--- src/rtl/pwm_multi.sv ---
// Multi-channel PWM generator: one shared period counter, per-channel
// double-buffered duty compare, edge- or center-aligned modulation.
module pwm_multi #(
  parameter int WIDTH = 11,
  parameter int CH    = 2,
  parameter int CHW   = (CH > 1) ? $clog2(CH) : 1
) (
  input  logic             clk,
  input  logic             rst_n,
  input  logic             en,
  input  logic             mode,
  input  logic             wr_en,
  input  logic [CHW-1:0]   wr_ch,
  input  logic [WIDTH-1:0] wr_duty,
  output logic [CH-1:0]    pwm_sig,
  output logic             pwm_synch,
  output logic             mode_act
);

  localparam logic [WIDTH-1:0] MAX = '1;
  localparam logic [WIDTH-1:0] ONE = WIDTH'(1);

  logic [WIDTH-1:0] cnt;
  logic [WIDTH-1:0] cnt_step;
  logic [WIDTH-1:0] cnt_nxt;
  logic             dir;
  logic             dir_step;
  logic             dir_nxt;
  logic             period_end;
  logic             load;
  logic [CH-1:0]    sig_nxt;
  logic [WIDTH-1:0] shadow [CH];
  logic [WIDTH-1:0] active [CH];

  // dir flips on arrival at an end point, so the period boundary
  // (down, cnt==1) naturally steps to cnt=0 going up in both modes.
  always_comb begin
    period_end = mode_act ? (dir && (cnt == ONE)) : (cnt == MAX);
    if (mode_act) begin
      cnt_step = dir ? (cnt - ONE) : (cnt + ONE);
      if (cnt_step == MAX) begin
        dir_step = 1'b1;
      end else if (cnt_step == '0) begin
        dir_step = 1'b0;
      end else begin
        dir_step = dir;
      end
    end else begin
      cnt_step = cnt + ONE;
      dir_step = 1'b0;
    end
    load    = !en || period_end;
    cnt_nxt = cnt_step;
    dir_nxt = dir_step;
    if (!en || (period_end && (mode != mode_act))) begin
      cnt_nxt = '0;
      dir_nxt = 1'b0;
    end
  end

  always_comb begin
    sig_nxt = '0;
    for (int i = 0; i < CH; i++) begin
      sig_nxt[i] = en && (cnt < active[i]);
    end
  end

  always_ff @(posedge clk or negedge rst_n) begin
    if (!rst_n) begin
      cnt      <= '0;
      dir      <= 1'b0;
      mode_act <= 1'b0;
    end else begin
      cnt <= cnt_nxt;
      dir <= dir_nxt;
      if (load) begin
        mode_act <= mode;
      end
    end
  end

  // Out-of-range channel numbers match no entry and are dropped.
  always_ff @(posedge clk or negedge rst_n) begin
    if (!rst_n) begin
      for (int i = 0; i < CH; i++) begin
        shadow[i] <= '0;
      end
    end else begin
      for (int i = 0; i < CH; i++) begin
        if (wr_en && (wr_ch == CHW'(i))) begin
          shadow[i] <= wr_duty;
        end
      end
    end
  end

  always_ff @(posedge clk or negedge rst_n) begin
    if (!rst_n) begin
      for (int i = 0; i < CH; i++) begin
        active[i] <= '0;
      end
    end else if (load) begin
      for (int i = 0; i < CH; i++) begin
        active[i] <= shadow[i];
      end
    end
  end

  always_ff @(posedge clk or negedge rst_n) begin
    if (!rst_n) begin
      pwm_sig   <= '0;
      pwm_synch <= 1'b0;
    end else begin
      pwm_sig   <= sig_nxt;
      pwm_synch <= en && (cnt == '0);
    end
  end

endmodule

--- config.mk ---
export PLATFORM = sky130hd
export DESIGN_NAME = pwm_multi
export DESIGN_NICKNAME = d
export VERILOG_FILES = /design/src/rtl/pwm_multi.sv
export SDC_FILE = /design/constraint.sdc
export NUM_CORES = 1
export LEC_CHECK = 0
export BUFFER_PORTS_ARGS = -buffer_cell sky130_fd_sc_hd__buf_2
export CORE_MARGIN = 3
export CORE_UTILIZATION = 51
export CTS_CLUSTER_DIAMETER = 100
export DETAILED_ROUTE_END_ITERATION = 10
export PLACE_DENSITY = 0.69
export SETUP_SLACK_MARGIN = 0.05
export SYNTH_ARGS = -nofsm -noshare
export SYNTH_HDL_FRONTEND = slang
export SYNTH_SLANG_ARGS = --single-unit
--- constraint.sdc ---
create_clock -name clk -period 4.45 [get_ports clk]
set_input_delay 0 -clock clk [delete_from_list [all_inputs] [get_ports clk]]
set_output_delay 0 -clock clk [all_outputs]
set_load 0.02 [all_outputs]
==> flow_summary.yaml <==
finish:
  n_fill_cell: 507
  drive_gt1_share_pct: 18.5
  layout_common_cells: "dfrtp_1 (60), nand2_1 (35), inv_1 (26)"
  syn_to_final_growth_pct: 14.0
  final_cells: 437
  antenna_cells: 0
  layout.nets: 398
  fin_util_pct: 61.6
  final_common_cell: "dfrtp_1"
cts:
  cts_resized: 0
  cts_root_buffer: "clkbuf_8"
  clock_latency_ns: 0.35
  cts_buffers: 9
  htree_levels: 3
  clockBufferDepth: 2
  clk_pin_slew_ns: 0.06
  cts_tree: "done"
  clock_sinks: 60
pwr:
  leakagePower_nw: 1.78
  power.switching_mw: 0.470
  power_frac_comb_pct: 23.1
  clockPowerShare_pct: 30.7
  power_frac_seq_pct: 46.2
  p_per_area_mw_per_mm2: 410
  p_int_mw: 1.07
  ir_drop_mv: 0.277
  p_sw_share_pct: 30.5
global_routing:
  grt_pass1_vias: 2370
  grt_usage_pct: 19.1
  grt_max_degree: 61
  antenna_found_initial: 0
  grt_pass1_wl_um: 11100
  grt.overflow.total: 0
synthesis:
  synth_mux_area_share_pct: 8.50
  ys.flop_type: "dfrtp_1"
  yosys.area_share.simple_pct: 13.7
  syn_inst: 327
  synth-compound-area-share_pct: 12.6
  synth_area_per_cell_um2: 10.1
  ys_seq_area_share_pct: 45.5
  async_flop_share_pct: 100
  synth_area_mm2: 0.00330
  synth_warnings: 0
  synth_cell_types: 43
  synth_fa_ha_area_share_pct: 8.73
  synth_top_family_by_area: "simple AND/OR/NAND/NOR gates"
  syn-num-nets: 367
  synth_seq_cells: 60
  synth-xor-area-share_pct: 5.58
  synth-edff-count: 0
timing:
  relSlewSlack_pct: 24.7
  timing.hold.ws_ns: 0.285
  fin_tns_setup_ns: 0
  finalSetupViolCount: 0
  fin_worst_skew_ns: 0.0114
  worst_pin_slew_ns: 1.13
  finalCriticalPeriod_ns: 3.28
  period_share_pct: 73.6
  hold_viol_final: 0
  slew_violations: 0
  grt_setup_unrepaired: "no"
  clock.fmax_mhz: 305
run:
  maxCapViolCount: 0
placed_design:
  placed_cells: 408
  io_buffers: 20
  gp_congestion: 0.947
  dpl.hpwl_um: 4450
floorplanning:
  dieArea_mm2: 0.00746
  core_area_mm2: 0.00610
  die_y_um: 86.4
  io_pins: 21
  num_rows: 28
  start_util_pct: 54.1
  die_w_um: 86.4
min_path:
  min_path_type: "primary input to flip-flop"
critical_path:
  arrival_ns: 3.45
  path_class: "flip-flop to flip-flop"
  cp_max_fo: 14
  worstSetupStartpointType: "flip-flop"
  worstPathRequired_ns: 4.62
  worst_setup_path_end_kind: "flip-flop"
routing:
  drc: 0
  drtAntennaViolNets: 0
  drt_iter0_markers: 116
  vias: 2408
  drt_pre_antenna_iters: 4
  routedWlPerCell_um: 14.5
  routed_wl_um: 6350
  vias_per_cell: 5.51
status:
  status: "finished clean"
[layout make-up]
cell class / instances / area, um2 / area share, %
repair buffers: 36 / 255 / 6.79
multi-input cells: 225 / 1620 / 43.1
clock buffers: 10 / 138 / 3.66
flip-flops and latches: 60 / 1500 / 40.0
inverters: 26 / 97.6 / 2.60
well taps: 75 / 93.8 / 2.50
clock inverters: 5 / 52.6 / 1.40
[power groups by stage]
stage | clock [mW] | combinational (mW) | sequential, mW
2_1_floorplan | 0 | 0.288 | 0.686
3_3_place_gp | 0 | 0.339 | 0.718
3_5_place_dp | 0 | 0.348 | 0.722
4_1_cts | 0.488 | 0.360 | 0.711
5_1_grt | 0.514 | 0.415 | 0.723
6_report | 0.474 | 0.356 | 0.712
[worst paths after layout]
kind / start / to / slack (ns) / depth (start not counted)
max: cnt[3] / cnt[8] / 1.17 / 6
min: wr_ch / shadow[18] / 0.29 / 3
max reg2reg: cnt[3] / cnt[8] / 1.17 / 6
min reg2reg: shadow[8] / active[8] / 0.48 / 2
max in group asynchronous: rst_n / cnt[7] / 3.62 / 3
min in group asynchronous: rst_n / cnt[2] / 0.33 / 3
[timing repair]
action | CTS | global route
hold endpoints to repair | 84 | 0
hold buffers | 14 | 0
buffers inserted | 0 | 0
[cell usage after synthesis, types with 4 or more instances]
| library cell | number | area share, % |
|---|---|---|
| ha_1 | 23 | 8.7 |
| nand2_1 | 35 | 4.0 |
| dfrtp_1 | 60 | 46 |
| clkbuf_1 | 9 | 1.0 |
| mux2_2 | 24 | 8.2 |
| inv_1 | 26 | 3.0 |
| a21o_1 | 9 | 2.0 |
| nor2_1 | 21 | 2.4 |
| a21oi_1 | 8 | 1.2 |
| nand3_1 | 7 | 1.1 |
| nor4_1 | 4 | 0.76 |
| xor2_1 | 13 | 3.5 |
| o21ai_0 | 23 | 3.5 |
| nor3_1 | 9 | 1.4 |
| a211oi_1 | 5 | 1.1 |
| xnor2_1 | 8 | 2.1 |
[metrics by stage]
stage	cell area, um2	total power, mW	setup slack, ns
detailed placement	3430	1.07	1.18
global placement	3430	1.06	1.27
floorplan	3300	0.975	1.73
finish	3760	1.54	1.17
CTS	3760	1.56	1.11
global route	3760	1.65	0.975
[cell families after synthesis]
| kind of cell | after synthesis |
|---|---|
| mux | 25 |
| xor+xnor | 21 |
| compound gates | 63 |
| buf+inv | 42 |
| flops | 60 |
| simple gates | 93 |
| fa+ha+maj | 23 |
[sequential cells by signal (all words and copies together) (netlist names)]
| register | count |
|---|---|
| pwm_synch | 1 |
| pwm_sig | 2 |
| mode_act | 1 |
| active | 22 |
| dir | 1 |
| shadow | 22 |
| cnt | 11 |
[worst max-delay path: stages (launching register included)]
cell,delay (ns)
dfrtp_1,0.54
or4_4,0.62
or4_4,0.44
or3_4,0.35
o311a_1,0.37
a221oi_2,0.67
a211oi_1,0.12
[layer usage]
metal	global-route usage, %	share of wire [%]
met5	0	0
met4	9.35	1.8
met3	5.70	4.8
met2	30.1	47
met1	24.0	46
Note: power is estimated with default switching activity, not from simulation.
